[config.mk]
export PLATFORM = sky130hd
export DESIGN_NAME = reg_loader
export DESIGN_NICKNAME = d
export VERILOG_FILES = /design/src/rtl/reg_loader.sv
export SDC_FILE = /design/constraint.sdc
export NUM_CORES = 1
export LEC_CHECK = 0
export CELL_PAD_IN_SITES_DETAIL_PLACEMENT = 1
export CELL_PAD_IN_SITES_GLOBAL_PLACEMENT = 2
export CORE_AREA = 10 10 73 75
export CTS_BUF_LIST = sky130_fd_sc_hd__clkbuf_4
export DETAILED_ROUTE_END_ITERATION = 6
export DIE_AREA = 0 0 83 85
export PLACE_DENSITY = 0.94
export SLEW_MARGIN = 20
export SYNTH_ARGS = -nofsm -noshare
export SYNTH_HDL_FRONTEND = slang
export SYNTH_SLANG_ARGS = --single-unit
[constraint.sdc]
create_clock -name clk -period 2.6 [get_ports clk]
set_clock_uncertainty 0.05 [all_clocks]
set_input_delay 0.65 -clock clk [delete_from_list [all_inputs] [get_ports clk]]
set_output_delay 0.65 -clock clk [all_outputs]
set_load 0.02 [all_outputs]
[src/rtl/reg_loader.sv]
// ---------------------------------------------------------------------------
// reg_loader: streams source bytes into a protected register file range.
// Rev 1.0
// ---------------------------------------------------------------------------
`default_nettype none

module reg_loader #(
  parameter int W = 8,
  parameter int D = 3
) (
  input  logic         clk,
  input  logic         reset,
  input  logic         start,
  input  logic [D-1:0] base_addr,
  input  logic [D-1:0] len,
  input  logic         in_valid,
  input  logic [W-1:0] in_data,
  output logic         in_ready,
  input  logic         abort,
  output logic         write_en,
  output logic [D-1:0] w_addr,
  output logic [W-1:0] data_in,
  output logic         busy,
  output logic         done,
  output logic         err
);

  typedef enum logic [0:0] {
    IDLE = 1'b0,
    LOAD = 1'b1
  } state_t;

  localparam logic [D:0]   DEPTH = (D+1)'(2**D);
  localparam logic [D-1:0] ONE   = D'(1);

  state_t         state_q, state_d;
  logic [D-1:0]   addr_cnt_q, addr_cnt_d;
  logic [D-1:0]   remaining_q, remaining_d;
  logic           write_en_q, write_en_d;
  logic [D-1:0]   w_addr_q, w_addr_d;
  logic [W-1:0]   data_in_q, data_in_d;
  logic           in_ready_q, in_ready_d;
  logic           busy_q, busy_d;
  logic           done_q, done_d;
  logic           err_q, err_d;
  logic [D:0]     end_sum;

  always_comb begin
    state_d     = state_q;
    addr_cnt_d  = addr_cnt_q;
    remaining_d = remaining_q;
    write_en_d  = 1'b0;
    w_addr_d    = w_addr_q;
    data_in_d   = data_in_q;
    done_d      = 1'b0;
    err_d       = 1'b0;
    end_sum     = {1'b0, base_addr} + {1'b0, len};

    case (state_q)
      IDLE: begin
        if (start) begin
          if (len == '0) begin
            done_d = 1'b1;
          end else if ((base_addr == '0) || (end_sum > DEPTH)) begin
            // register 0 is write-protected and the range may not wrap
            err_d = 1'b1;
          end else begin
            state_d     = LOAD;
            addr_cnt_d  = base_addr;
            remaining_d = len;
          end
        end
      end
      LOAD: begin
        if (abort) begin
          state_d = IDLE;
        end else if (in_valid) begin
          write_en_d  = 1'b1;
          w_addr_d    = addr_cnt_q;
          data_in_d   = in_data;
          remaining_d = remaining_q - ONE;
          if (remaining_q == ONE) begin
            state_d = IDLE;
            done_d  = 1'b1;
          end else begin
            // only step the pointer while beats remain, so it never wraps
            addr_cnt_d = addr_cnt_q + ONE;
          end
        end
      end
      default: state_d = IDLE;
    endcase

    in_ready_d = (state_d == LOAD);
    busy_d     = (state_d == LOAD);
  end

  always_ff @(posedge clk or negedge reset) begin
    if (!reset) begin
      state_q     <= IDLE;
      addr_cnt_q  <= '0;
      remaining_q <= '0;
      write_en_q  <= 1'b0;
      w_addr_q    <= '0;
      data_in_q   <= '0;
      in_ready_q  <= 1'b0;
      busy_q      <= 1'b0;
      done_q      <= 1'b0;
      err_q       <= 1'b0;
    end else begin
      state_q     <= state_d;
      addr_cnt_q  <= addr_cnt_d;
      remaining_q <= remaining_d;
      write_en_q  <= write_en_d;
      w_addr_q    <= w_addr_d;
      data_in_q   <= data_in_d;
      in_ready_q  <= in_ready_d;
      busy_q      <= busy_d;
      done_q      <= done_d;
      err_q       <= err_d;
    end
  end

  assign in_ready = in_ready_q;
  assign write_en = write_en_q;
  assign w_addr   = w_addr_q;
  assign data_in  = data_in_q;
  assign busy     = busy_q;
  assign done     = done_q;
  assign err      = err_q;

endmodule

`default_nettype wire

== Word level (Yosys, flattened, before mapping) ==
Cells that the tools add are included.
Operators by class
  add/sub/neg operators: 3
  order comparisons: 1
  equal/unequal tests: 7
  muxes and demuxes: 33
  bitwise logic cells: 2
  reductions and logical operators: 6
Operators by type and width (count)
  $mux W3: 11
  $mux W1: 18
  $ne A2 B2 Y1 const B: 6
  $pmux W3 S2: 2
  $logic_not A3 Y1: 2
  $reduce_and A6 Y1: 1
  $reduce_and A5 Y1: 1
  $add A3 B3 Y4: 1
  $gt A4 B4 Y1 const B: 1
  $pmux W1 S2: 2
  $add A3 B1 Y3 const B: 1
  $eq A3 B1 Y1 const B: 1
  $reduce_and A3 Y1: 1
  $sub A3 B1 Y3 const B: 1
  $not A1 Y1: 2
  $logic_or A1 B1 Y1: 1
Storage, ports and cells
  register bits after elaboration: 21
  bits of input ports: 19
  output and inout bits: 16
  logic and storage cells: 60

== Longest topological paths before layout ==
Gate-level depths: netlist of the first run.
  depth in word-level cells: 7
  mapped depth: 7
  depth with buffers taken out: 7

== Least setup slack after synthesis of the first run ==
No wires, ideal clock.
  kind: input port to flip-flop
  start point: in base_addr[0]
  end point: reg addr_cnt_q[0]
  setup time: 0.123 ns
  data arrival time: 2.389 ns
  slack: 0.038 ns
  stages: 7
  path buffers: 0
  path through: ha_1 fa_1 xnor2_1 a22oi_1 or4b_4 o22a_1 o221a_1
Between the ends
  word-level cells in the longest chain between the ends: 5
Ends and longest elaborated chain
  start: declaration: RTL line 14  | input logic [D-1:0] base_addr,
  $add A3 B3 Y4: RTL line 57  | end_sum = {1'b0, base_addr} + {1'b0, len};
  $gt A4 B4 Y1: RTL line 64  | end else if ((base_addr == '0) || (end_sum > DEPTH)) begin
  $logic_or A1 B1 Y1: RTL line 64
  $ne A2 B2 Y1 (no line)
  $reduce_and A6 Y1 (no line)
  end signal: assignment: RTL line 112  | addr_cnt_q <= addr_cnt_d;
  end: declaration: RTL line 37  | logic [D-1:0] addr_cnt_q, addr_cnt_d;
Several ways; a longest one is shown, not always the timed one. The select of a mux whose other input is x is not followed.
A chain may end at the register's enable or synchronous reset.

== Final worst setup path of the first run ==
  start point: in len[2]
  end point: reg addr_cnt_q[2]
Between the ends
  word-level cells in the longest chain between the ends: 5
Ends and longest elaborated chain
  start: declaration: RTL line 15  | input logic [D-1:0] len,
  $add A3 B3 Y4: RTL line 57
  $gt A4 B4 Y1: RTL line 64
  $logic_or A1 B1 Y1: RTL line 64
  $ne A2 B2 Y1 (no line)
  $reduce_and A6 Y1 (no line) (*)
Every way passes the cells marked *; elsewhere a longest branch is shown, timed or not.

==> results of run 1 <==
## synth_stat cells (2+ instances only)
cell type	n	share of area [%]
a21oi_1	5	2.2
clkbuf_1	3	0.99
dfrtp_1	21	46
ha_1	6	6.6
inv_1	3	0.99
nand2_1	34	11
nand3_1	2	0.88
nor2_1	7	2.3
nor2b_1	2	1.1
nor3_1	5	2.2
o21ai_0	4	1.8
o21ai_1	2	0.88
o221a_1	2	2.0
o22a_1	2	1.5
## power by group through the flow
stage | Clock [uW] | Combinational, uW | Sequential (uW)
finish | 178 | 725 | 563
detailed placement | 0 | 728 | 573
CTS | 180 | 737 | 566
global placement | 0 | 694 | 563
floorplan | 0 | 288 | 663
global route | 200 | 804 | 581
## repair_timing
| action | 4_1_cts | 5_1_grt |
|---|---|---|
| gates resized for setup | 10 | 1 |
| pin swaps | 4 | 1 |
| gates cloned | 0 | 0 |
| endpoints found under the setup margin | 6 | 2 |
## layout make-up
type                       count  area [um^2]  share of cell area [%]
multi-input combinational     92          599                    36.5
sequential                    21          526                    32.0
timing repair buffer          44          410                    25.0
tap                           50         62.6                    3.81
clock buffer                   4         30.0                    1.83
inverter                       4         15.0                   0.914
## how the worst min path moves through the flow
| stage | end |
|---|---|
| floorplan | addr_cnt_q[0] |
| global placement | data_in[7] |
| CTS | data_in[7] |
| finish | data_in[3] |
| detailed placement | w_addr[0] |
| global route | data_in[6] |
## worst max-delay path, stage by stage
cell	delay, ns
clkdlybuf4s50_1	0.49
ha_2	0.32
a21oi_2	0.20
a22oi_2	0.13
or4b_4	0.50
o22a_1	0.19
o221a_1	0.22
## flip-flops by register name, summed over array words and instances (netlist names)
name and count:
data_in 8, addr_cnt_q 3, remaining_q 3, w_addr 3
busy 1, done 1, err 1, write_en 1
## layer usage
metal	part of all wire [%]	global-route usage (%)	up-vias	wire length, um
met1	46	11.6	498	1630
li1	-	-	508	-
met4	0.82	2.32	0	29
met2	47	17.3	36	1650
met3	6.2	3.35	5	218
met5	0	0	-	0
## through the flow
stage	std cells	area (um^2)
6_report	215	1640
5_1_grt	215	1640
4_1_cts	215	1640
3_5_place_dp	211	1590
3_3_place_gp	211	1590
2_1_floorplan	121	1130
## kinds of logic (layout without fill, tap and decap cells)
kind of cell	after synthesis	after routing	share of synthesized area (%)
AO/OA/AOI/OAI	23	23	13.8
XOR/XNOR	1	1	0.774
adder cells (fa/ha/maj)	7	7	8.40
buffers and inverters	8	52	2.98
flip-flops	21	21	46.4
AND/OR/NAND/NOR	61	61	27.6
==> metrics.csv, run 1 <==
metric,value,unit
crit_path_start,len[2],
syn-mean-instance-area,9.36,um^2
p_sw,588,uW
fin_crit,2.55,ns
cts_tree,yes,
pwr-share-seq,38.4,%
required,2.75,ns
die_x,83,um
diodes,0,
rsz0062_at_grt,false,
reg2reg_slack,0.73,ns
final_hold_viol_count,0,
dpl_worst_slack,-0.668,ns
pwr-share-comb,49.5,%
peakVddDrop,0.000354,V
timing.rr.start,busy,
initial_core_util,28.9,%
clock-sinks,21,
grt_max_degree,22,
critPathCapture,addr_cnt_q[2],
clkPwrFrac,12.1,%
clk_pin_slew,0.12,ns
fmax,392,MHz
ys_types,37,
post_cts_buffers,0,
first_pass_iters,4,
design_power_total,1470,uW
synth_warnings,0,
grt_pass1_vias,1182,
powerDensity,892,mW/mm^2
critical_path_arrival,2.71,ns
cts_hold_buf,0,
gp_congestion,0.843,
syn2layout_area_growth,45.1,%
clkLatencyLatePin,0.31,ns
synth_seq_area_share,46.4,%
port_buffers,34,
status,completed,
drcViolationCount,0,
min_path_type,reg2reg,
antenna_found_initial,0,
htree_levels,1,
start_kind,primary input,
worstPathMaxFanout,3,
tns,0,ns
mostFrequentLayoutCell,nand2_1,
die_y,85,um
dieArea,0.00706,mm^2
grtUsageTotal,9.99,%
dpl.hpwl,2.72,mm
leakagePower,0.000750,uW
gr-total-overflow,0,
drive_gt1_share,16.4,%
ff2ff_path_depth,5,
end_kind,register,
whs_path_depth,2,
core_region_area,0.00391,mm^2
antenna_left,0,
fillers,482,
drt_iter0_drc,33,
nets,192,
wl,3.52,mm
final_cell_mix,"34 x nand2_1, 30 x clkdlybuf4s50_1, 21 x dfrtp_1",
root_buffer,clkbuf_4,
r2r_end,addr_cnt_q[2],
final_core_util,42.0,%
wl_per_cell,16.4,um
min_from,data_in[3],
ys.flop_type,dfrtp_1,
max_cap_viol_count,0,
max_slew.worst_pin.slew,0.505,ns
layout_setup_ws,0.0459,ns
syn_nets,147,
ios,35,
switching_share,40.1,%
slew_violations,0,
critical_path_class,in2reg,
async_reset_ff_share,100,%
fin_hold_ws,0.444,ns
num_vias,1047,
drt-vias-per-instance,4.87,
setup_viol,0,
synth_seq_cells,21,
synth_edf_count,0,
cts_inserted_buffers,3,
grt_pass1_wl,5.95,mm
finalCritPeriodShare,98.2,%
netlist_instances,121,
rows,23,
synth.cell_area,0.00113,mm^2
internal_power,878,uW
maxSlewHeadroom,66.1,%
ctsLongestPathBuffers,2,
No activity file was read; power rests on OpenSTA's default activity.
==> run 2: changes to the inputs <==
==> constraint.sdc (replaced) <==
create_clock -name clk -period 2.6 [get_ports clk]
set_clock_uncertainty 0.05 [all_clocks]
set_input_delay 0.26 -clock clk [delete_from_list [all_inputs] [get_ports clk]]
set_output_delay 0.26 -clock clk [all_outputs]
set_load 0.02 [all_outputs]
==> metrics.csv, run 2 (synthesis gave the netlist of run 1 again) <==
metric,value,unit,change
status,completed,,
num_vias,1034,,-1.2%
ctsLongestPathBuffers,2,,unchanged
antenna_found_initial,0,,unchanged
final_hold_viol_count,0,,unchanged
rsz0062_at_grt,false,,
htree_levels,1,,unchanged
met2_wirelength,1.65,mm,+0.36%
powerDensity,890,mW/mm^2,-0.28%
worst_path_largest_cell_delay,0.55,ns,+0.05 ns
cp_top_family,adder cells,,
fin_crit,2.44,ns,-0.118 ns
tns,0,ns,unchanged
timing.rr.start,busy,,
ios,35,,unchanged
crit_buf_inv,1,,unchanged
drcViolationCount,0,,unchanged
core_region_area,0.00391,mm^2,unchanged
setup_viol,0,,unchanged
drive_gt1_share,11.6,%,-4.8 points
grt_pass1_wl,5.87,mm,-1.5%
end_kind,register,,
maxSlewHeadroom,65.6,%,-0.50 points
grtUsageTotal,9.63,%,-0.36 points
peakVddDrop,0.000366,V,+3.5%
fillers,471,,-2.3%
fmax,410,MHz,+4.8%
wl_met1,1.49,mm,-8.4%
gr-total-overflow,0,,unchanged
max_cap_viol_count,0,,unchanged
first_pass_iters,4,,unchanged
required,2.75,ns,about the same
dpl.hpwl,2.73,mm,+0.50%
clock-sinks,21,,unchanged
grt_max_degree,22,,unchanged
grt_pass1_vias,1192,,+0.85%
min_path_type,in2async,,
crit_chain,clkdlybuf4s50_1 -> ha_1 -> fa_1 -> xnor2_1 -> a22oi_1 -> or4b_4 -> o22a_1 -> o221a_1,,
cts-resized-gates,0,,-10
clk_pin_slew,0.13,ns,about the same
diodes,0,,unchanged
drt_iter0_drc,55,,+67%
start_kind,primary input,,
dieArea,0.00706,mm^2,unchanged
drt-vias-per-instance,4.83,,-0.78%
layout_setup_ws,0.164,ns,+0.118 ns
dpl_worst_slack,-0.180,ns,+0.488 ns
critical_path_arrival,2.59,ns,-0.12 ns
cts_inserted_buffers,3,,unchanged
worstPathMaxFanout,3,,unchanged
initial_core_util,28.9,%,unchanged
port_buffers,34,,unchanged
syn2layout_area_growth,42.3,%,
antenna_left,0,,unchanged
multi_input_area,573,um^2,-4.4%
final_cell_mix,"34 x nand2_1, 34 x clkdlybuf4s50_1, 21 x dfrtp_1",,
largest_reg_flops,8,,unchanged
crit_path_start,base_addr[0],,
gp_congestion,0.835,,-0.91%
wl_per_cell,15.9,um,-3.3%
layout.area.seq,526,um^2,unchanged
slew_violations,0,,unchanged
slowest_stage,or4b_4,,
highest-signal-layer,met4,,
rows,23,,unchanged
post_cts_buffers,0,,unchanged
leakagePower,0.000737,uW,-1.7%
root_buffer,clkbuf_4,,
die_y,85,um,unchanged
die_x,83,um,unchanged
final_core_util,41.2,%,-0.80 points
nets,191,,-0.52%
finalCritPeriodShare,93.7,%,-4.5 points
wl,3.39,mm,-3.7%
cts_hold_buf,0,,unchanged
wl_met3,240,um,+10%
fin_hold_ws,0.245,ns,-0.199 ns
cts_tree,yes,,
max_slew.worst_pin.slew,0.512,ns,+0.00749 ns
clkLatencyLatePin,0.30,ns,about the same
critical_path_class,in2reg,,
==> run 2: stage by stage <==
| stage | instances | power (uW) | instance area [um^2] |
|---|---|---|---|
| 2_1_floorplan | 121 | 951 | 1130 |
| 3_3_place_gp | 210 | 1260 | 1580 |
| 3_5_place_dp | 210 | 1300 | 1580 |
| 4_1_cts | 214 | 1460 | 1610 |
| 5_1_grt | 214 | 1570 | 1610 |
| 6_report | 214 | 1430 | 1610 |
==> run 2: cell type report <==
cell class	count	share of cell area, %
clock buffer	3	1.40
multi-input combinational	92	35.6
tap	50	3.88
clock inverter	1	0.311
inverter	4	0.932
timing repair buffer	43	25.3
sequential	21	32.6
==> run 2: worst paths after layout <==
path / to / slack (ns) / depth (start not counted)
setup / recovery: addr_cnt_q[0] / 0.16 / 8
hold / removal: data_in[7] / 0.24 / 2
setup reg to reg: addr_cnt_q[0] / 0.80 / 5
hold reg to reg: data_in[0] / 0.44 / 2
max in group asynchronous: data_in[5] / 2.03 / 2
min in group clk: data_in[1] / 0.43 / 3
==> run 2: power by group <==
group | total (uW) | switching (uW) | internal, uW | leakage [uW]
Clock | 162 | 105 | 57.3 | 0.0000177
Combinational | 711 | 366 | 345 | 0.000458
Sequential | 561 | 102 | 459 | 0.000261
Total | 1430 | 573 | 861 | 0.000737
==> run 2: routing by layer <==
metal / global-route usage, % / vias to the layer above
li1: - / 508
met2: 16.6 / 42
met1: 11.7 / 482
met3: 2.96 / 2
met5: 0 / -
met4: 1.39 / 0
